===== config.mk =====
export PLATFORM = sky130hd
export DESIGN_NAME = cpu_datapath_core
export DESIGN_NICKNAME = d
export VERILOG_FILES = /design/src/rtl/cpu_pkg.sv /design/src/rtl/cpu_alu.sv /design/src/rtl/cpu_datapath_core.sv
export SDC_FILE = /design/constraint.sdc
export NUM_CORES = 1
export LEC_CHECK = 0
export CORE_MARGIN = 10
export CORE_UTILIZATION = 57
export CTS_CLUSTER_DIAMETER = 30
export DETAILED_ROUTE_END_ITERATION = 6
export PLACE_DENSITY = 0.82
export SETUP_SLACK_MARGIN = 0.1
export SLEW_MARGIN = 20
export SYNTH_ARGS = -nofsm -noshare
export SYNTH_HDL_FRONTEND = slang
export SYNTH_SLANG_ARGS = --single-unit

===== constraint.sdc =====
create_clock -name clk -period 13.7 [get_ports clk]
set_input_delay 4.11 -clock clk [delete_from_list [all_inputs] [get_ports clk]]
set_output_delay 4.11 -clock clk [all_outputs]
set_load 0.02 [all_outputs]

===== src/rtl/cpu_pkg.sv =====
// Shared constants for the 16-bit CPU: opcodes, ALU classes, instruction fields.
package cpu_pkg;
   localparam int DATA_W = 16;

   // Instruction word: [15:12] opcode, [11:8] rd, [7:4] rs1, [3:0] rs2, imm8 = [7:0]
   localparam int FIELD_W = 4;
   localparam int IMM_W   = 8;
   localparam int OPC_LSB = 12;
   localparam int RD_LSB  = 8;
   localparam int RS1_LSB = 4;
   localparam int RS2_LSB = 0;

   // Only opcode[1:0] picks the operation; the class comes from cs_alu_ot.
   localparam logic [3:0] OP_ADD   = 4'h0;
   localparam logic [3:0] OP_SUB   = 4'h1;
   localparam logic [3:0] OP_INC   = 4'h2;
   localparam logic [3:0] OP_DEC   = 4'h3;
   localparam logic [3:0] OP_AND   = 4'h4;
   localparam logic [3:0] OP_OR    = 4'h5;
   localparam logic [3:0] OP_XOR   = 4'h6;
   localparam logic [3:0] OP_NOT   = 4'h7;
   localparam logic [3:0] OP_LOADI = 4'hF;

   localparam logic ALU_ARITH = 1'b0;
   localparam logic ALU_LOGIC = 1'b1;
endpackage


===== src/rtl/cpu_alu.sv =====
// Combinational ALU: arithmetic/logic class chosen by ot, LOADI overrides both.
module cpu_alu
   import cpu_pkg::*;
(
   input  logic [DATA_W-1:0] a,
   input  logic [DATA_W-1:0] b,
   input  logic [3:0]        opcode,
   input  logic              ot,
   input  logic [IMM_W-1:0]  imm8,
   output logic [DATA_W-1:0] result,
   output logic              carry,
   output logic              zero
);
   logic [DATA_W:0] sum;

   always_comb begin
      sum    = '0;
      result = '0;
      carry  = 1'b0;
      if (opcode == OP_LOADI) begin
         result = {{(DATA_W-IMM_W){1'b0}}, imm8};
      end else if (ot == ALU_ARITH) begin
         // Bit DATA_W of the widened sum is carry for adds and borrow for subtracts.
         case (opcode[1:0])
            OP_ADD[1:0]: sum = {1'b0, a} + {1'b0, b};
            OP_SUB[1:0]: sum = {1'b0, a} - {1'b0, b};
            OP_INC[1:0]: sum = {1'b0, a} + {{DATA_W{1'b0}}, 1'b1};
            default:     sum = {1'b0, a} - {{DATA_W{1'b0}}, 1'b1};
         endcase
         result = sum[DATA_W-1:0];
         carry  = sum[DATA_W];
      end else begin
         case (opcode[1:0])
            OP_AND[1:0]: result = a & b;
            OP_OR[1:0]:  result = a | b;
            OP_XOR[1:0]: result = a ^ b;
            default:     result = ~a;
         endcase
      end
      zero = (result == '0);
   end
endmodule


===== src/rtl/cpu_datapath_core.sv =====
// CPU datapath: PC, IR, 16x16 register file, operand latches and ALU, driven by
// one-cycle strobes from the control unit; makes no sequencing decisions itself.
module cpu_datapath_core
   import cpu_pkg::*;
#(
   parameter int          DATA_W   = 16,
   parameter logic [15:0] PC_RESET = 16'h0000
) (
   input  logic              clk,
   input  logic              rst,
   output logic [DATA_W-1:0] imem_addr,
   input  logic [DATA_W-1:0] imem_data,
   input  logic              cs_ins_load,
   input  logic              cs_op1_load,
   input  logic              cs_op2_load,
   input  logic              cs_alu_ot,
   input  logic              cs_reg_load,
   input  logic              cs_pc_load,
   input  logic              cs_pc_inc,
   output logic [3:0]        opcode,
   output logic              ir_valid,
   output logic              zero_flag,
   output logic              carry_flag,
   input  logic [3:0]        dbg_sel,
   output logic [DATA_W-1:0] dbg_data
);
   logic [DATA_W-1:0] pc, ir, op1, op2;
   logic [DATA_W-1:0] rf [16];
   logic [FIELD_W-1:0] rd, rs1, rs2;
   logic [DATA_W-1:0] alu_result;
   logic              alu_carry, alu_zero;

   assign opcode    = ir[OPC_LSB +: FIELD_W];
   assign rd        = ir[RD_LSB  +: FIELD_W];
   assign rs1       = ir[RS1_LSB +: FIELD_W];
   assign rs2       = ir[RS2_LSB +: FIELD_W];
   assign imem_addr = pc;
   assign dbg_data  = rf[dbg_sel];

   cpu_alu u_alu (
      .a      (op1),
      .b      (op2),
      .opcode (opcode),
      .ot     (cs_alu_ot),
      .imm8   (ir[IMM_W-1:0]),
      .result (alu_result),
      .carry  (alu_carry),
      .zero   (alu_zero)
   );

   // Every register samples the pre-edge IR/OP1/OP2/RF, so same-cycle strobes
   // see old values: no write-to-read bypass anywhere.
   always_ff @(posedge clk or posedge rst) begin
      if (rst) begin
         pc         <= PC_RESET;
         ir         <= '0;
         op1        <= '0;
         op2        <= '0;
         ir_valid   <= 1'b0;
         zero_flag  <= 1'b0;
         carry_flag <= 1'b0;
         for (int i = 0; i < 16; i++) rf[i] <= '0;
      end else begin
         if (cs_ins_load) begin
            ir       <= imem_data;
            ir_valid <= 1'b1;
         end
         if (cs_op1_load) op1 <= rf[rs1];
         if (cs_op2_load) op2 <= rf[rs2];
         if (cs_reg_load) begin
            rf[rd] <= alu_result;
            if (opcode != OP_LOADI) begin
               zero_flag <= alu_zero;
               if (cs_alu_ot == ALU_ARITH) carry_flag <= alu_carry;
            end
         end
         if (cs_pc_load)     pc <= op1;
         else if (cs_pc_inc) pc <= pc + 1'b1;
      end
   end
endmodule


Word-level counts from Yosys, hierarchy flattened
Cells that the tools add are included.
- logic and storage cells: 71
- bits in registers: 323
- input bits: 29
- output and inout port bits: 39
- multiplexer cells: 19
- equality and inequality tests: 4
- bitwise logic cells: 9
- magnitude comparators: 5
- reductions and logical operators: 6
- add/subtract/negate cells: 5
- operators by type and width (cell ; number):
    $bwmux 256 ; 1
    $bmux 16 s4 ; 3
    $mux 16 ; 11
    $demux 16 s4 ; 1
    $pmux 17 s3 ; 1
    $pmux 16 s3 ; 1
    $ge 5x5->1 const B ; 4
    $not 4->5 ; 4
    $add 16x1->17 const B ; 1
    $add 16x16->17 ; 1
    $sub 16x1->17 const B ; 1
    $sub 16x16->17 ; 1
    $add 16x1->16 const B ; 1
    $and 16x16->16 ; 1
    $logic_not 16->1 ; 1
    $not 16->16 ; 1
    $or 16x16->16 ; 1
    $xor 16x16->16 ; 1
    $lt 5x1->1 const B ; 1
    $eq 4x4->1 const B ; 1
    $ne 4x4->1 const B ; 1
    $reduce_and 3->1 ; 1
    $eq 2x1->1 const B ; 1
    $eq 2x2->1 const B ; 1
    other kinds (6) ; 6

Depth between registers and ports, before layout
- depth after elaboration: 6
- gate-level depth with buffers: 18
- mapped depth without buffers: 17

Modules after synthesis
From an unflattened synthesis, not the netlist that was laid out.
- cell total of the unflattened synthesis: 1522
- area total of the unflattened synthesis: 20906.3 sq um
- by module, submodules not included (module ; cells each ; area an instance (sq um) ; instances ; sequential area each (sq um)):
    cpu_datapath_core ; 1165 ; 18241.2 ; 1 ; 8082.8
    cpu_alu ; 357 ; 2665.1 ; 1 ; 0.0

Worst setup path before layout
Ideal clock, no wire load.
- path type: input port to output port
- from: in dbg_sel[0]
- to: out dbg_data[10]
- data required time: 9.590 ns
- stages on the path: 4
- buffers on the path: 2
- data arrival time: 6.129 ns
- setup slack: 3.461 ns
- cell sequence: clkbuf_1 buf_1 mux4_2 mux4_2
- longest elaborated chain between the ends: 4
- RTL lines (element ; RTL line ; source):
    from (decl) ; cpu_datapath_core.sv:24 ; input logic [3:0] dbg_sel,
    $not 4->5 (implied by the code) ; cpu_datapath_core.sv:38 ; assign dbg_data = rf[dbg_sel];
    $bmux 16 s4 ; cpu_datapath_core.sv:38 ;
    $mux 16 (implied by the code) (2 in series) ; cpu_datapath_core.sv:38 ;
    to (decl) ; cpu_datapath_core.sv:25 ; output logic [DATA_W-1:0] dbg_data
Every way passes these cells. The select of a mux whose other input is x is not followed.

Worst setup path in the final report
- from: in dbg_sel[0]
- to: out dbg_data[12]
Same word-level chain as after synthesis.

==> flow_summary.ini <==
[power]
power_frac_comb = 0.397
p_leak_nw = 9.78
vdd_ir_drop_max_mv = 0.114
pwr-share-clk = 0.278
swShare = 0.386
p_per_area_nw_per_um2 = 248
seq_power_share = 0.325
switching_power_mw = 2.24
p_int_mw = 3.56

[critical_path]
r2r_slack_ps = 9040
timing.rr.end = zero_flag
end_kind = output port
critPathMaxFanout = 45
critPathArrivalTime_ps = 6980
criticalPathCategory = primary input to output port
crit_required_ps = 9590
critical_path.cell_chain = buf_4 -> buf_4 -> mux4_2 -> mux4_2 -> clkdlybuf4s50_1
cp-start-kind = primary input
ff2ff_path_depth = 16
timing.rr.start = op2[1]
slowest_stage = buf_4
cpPeakStageDelay_ps = 700

[yosys]
synth-simple-area-share = 0.0801
ys.flop_type = dfrtp_1
yosysTopAreaCell = dfrtp_1
syn_inst = 1674
syn_avg_cell_area_um2 = 12.1
muxShareOfSynthArea = 0.334
async_flop_share = 1.00
synth_area_um2 = 20200
synth_compound_area_frac = 0.101
synth_seq_cells = 323
synth_edf_count = 0
yosysUniqueCellTypes = 64
yosysSeqAreaShare = 0.400
synth_area_leaders = dfrtp_1 (40%), mux4_2 (28%), nand2_1 (5.2%), o21ai_0 (5.0%), mux2_2 (4.6%)
synth-xor-area-share = 0.0108
synthAdderAreaFrac = 0.0332
synth_top_family_by_area = multiplexers
syn-num-nets = 1756
ys_warn_count = 0
synth_top_cell_area_share = 0.400

[sta]
clock_skew_ps = 29.6
min_period_over_period = 0.809
setup_viol = 0
fin_setup_tns_ps = 0
drv_slew = 0
min_period_ps = 11090
timing_hold_violations_final = 0
rsz0062_at_grt = no
worst_slack_ps = 2610
relSlewSlack = 0.198
fmax_mhz = 90.2
max_slew.worst_pin.slew_ps = 1200

[drt]
viasPerCell = 7.28
drc = 0
antenna_left = 0
wl_um = 61200
drt-initial-drc-count = 2568
first_pass_iters = 6
routed-via-count = 16100
wire_per_inst_um = 27.7

[layout]
final_cell_mix = dfrtp_1 (318), nand2_1 (281), mux4_2 (251), o21ai_0 (203), mux2_2 (83)
fin_cells = 2209
diodes = 0
drive_gt1_frac = 0.294
layout_commonest_cell = dfrtp_1
area_growth_pct = 15.8
nets = 1784

[cts]
cts_setup_buffers = 0
ctsResizeCount = 0
cts_root_buf = clkbuf_16
cts.htree.levels = 3
ctsLongestPathBuffers = 3
numCtsBuffers = 66
clkLatencyLatePin_ps = 580
cts_sinks = 323
clk_pin_slew_ps = 40
cts_tree = yes
cts_hold_buf = 0

[die]
start_util = 0.581
rows = 68
num_io_pins = 68
die-area_um2 = 43400
die_w_um = 208
fp.coreArea_um2 = 34800
die_h_um = 208

[global_route]
grt.total_usage = 0.280
grt_pass1_wl_um = 96900
grt_overflow = 0
grt_start_max_net_pins = 104
grt_pass1_vias = 16900
antenna_found_initial = 2

[run]
maxCapViolCount = 0

[placement]
dp_cells = 2089
io_buffers = 67
place_ws_ps = 2560
dp_hpwl_um = 36300
gp_congestion = 0.902

[worst_hold_path]
min_to = ir_valid
hold_path.startpoint = ir_valid
hold_depth = 1
hp-class = flip-flop to flip-flop

[outcome]
status = finished clean
## Yosys cell counts (all sizes together), types with 3 or more instances
cell and count:
dfrtp 323, nand2 281, mux4 254, o21ai 206
clkbuf 100, mux2 83, o31ai 68, inv 56
ha 52, buf 48, nor2 33, a21oi 24
nand3 17, xnor2 13, nand4 12, xor2 12
nor3 11, and3 8, mux2i 7, a21o 6
a31o 5, a31oi 4, nor2b 4, nor3b 4
o21a 3, or3 3
## critical path, delay by kind of cell
kind / cells / cell delay [ps]
buf+inv: 3 / 1770
mux: 2 / 1070
## final cells by class
class,instances,area (µm²)
Sequential cell,323,8090
Inverter,56,218
Multi-Input combinational cell,1147,11300
Clock inverter,38,425
Tap cell,455,569
Clock buffer,82,1820
Fill cell,2248,11400
Timing Repair Buffer,108,971
## power by group through the flow
stage | Combinational [mW] | Sequential, mW | Clock [mW]
finish | 2.30 | 1.89 | 1.61
global route | 2.47 | 1.93 | 1.67
CTS | 2.26 | 1.85 | 1.62
detailed placement | 2.19 | 1.85 | 0
global placement | 2.09 | 1.80 | 0
floorplan | 1.65 | 1.69 | 0
## worst max-delay path by stage
stage                               to  slack [ps]       start  cells after the start
after floorplan             carry_flag         650         rst                      1
after global placement    dbg_data[11]        2650  dbg_sel[0]                      5
after detailed placement   dbg_data[0]        2560  dbg_sel[0]                      5
after CTS                  dbg_data[0]        2560  dbg_sel[0]                      5
after global routing      dbg_data[12]        2410  dbg_sel[0]                      5
final                     dbg_data[12]        2610  dbg_sel[0]                      5
## flip-flops by register name, summed over array words and instances, names as in the netlist
name,count
ir,16
ir_valid,1
rf,256
carry_flag,1
zero_flag,1
op1,16
imem_addr,16
op2,16
## routing by layer
layer | wire length, µm | vias to the layer above | GRT usage
met1 | 20900 | 8045 | 0.337
met5 | 30 | - | 0
met2 | 28800 | 1301 | 0.430
met3 | 7890 | 322 | 0.0960
met4 | 3580 | 4 | 0.170
li1 | - | 6420 | -
## logic make-up (layout without fill, tap and decap cells)
| group | after synthesis | in the layout |
|---|---|---|
| DFF | 323 | 323 |
| xor gates and xnor gates | 25 | 25 |
| and+or+nand+nor | 385 | 385 |
| AOI/OAI and AO/OA | 340 | 340 |
| muxes | 344 | 344 |
| adders and majority gates | 53 | 53 |
| buffers and inverters | 204 | 284 |
## stage by stage
step                      area, µm²   util  hold WS (ps)  total power [mW]
final                         23400  0.673           468              5.81
after global routing          23400  0.673           497              6.07
after CTS                     23400  0.672           470              5.73
after detailed placement      21100  0.608           456              4.04
after global placement        21100  0.608           449              3.89
after floorplan               20200      -           477              3.34
(Power assumes the default switching activity.)
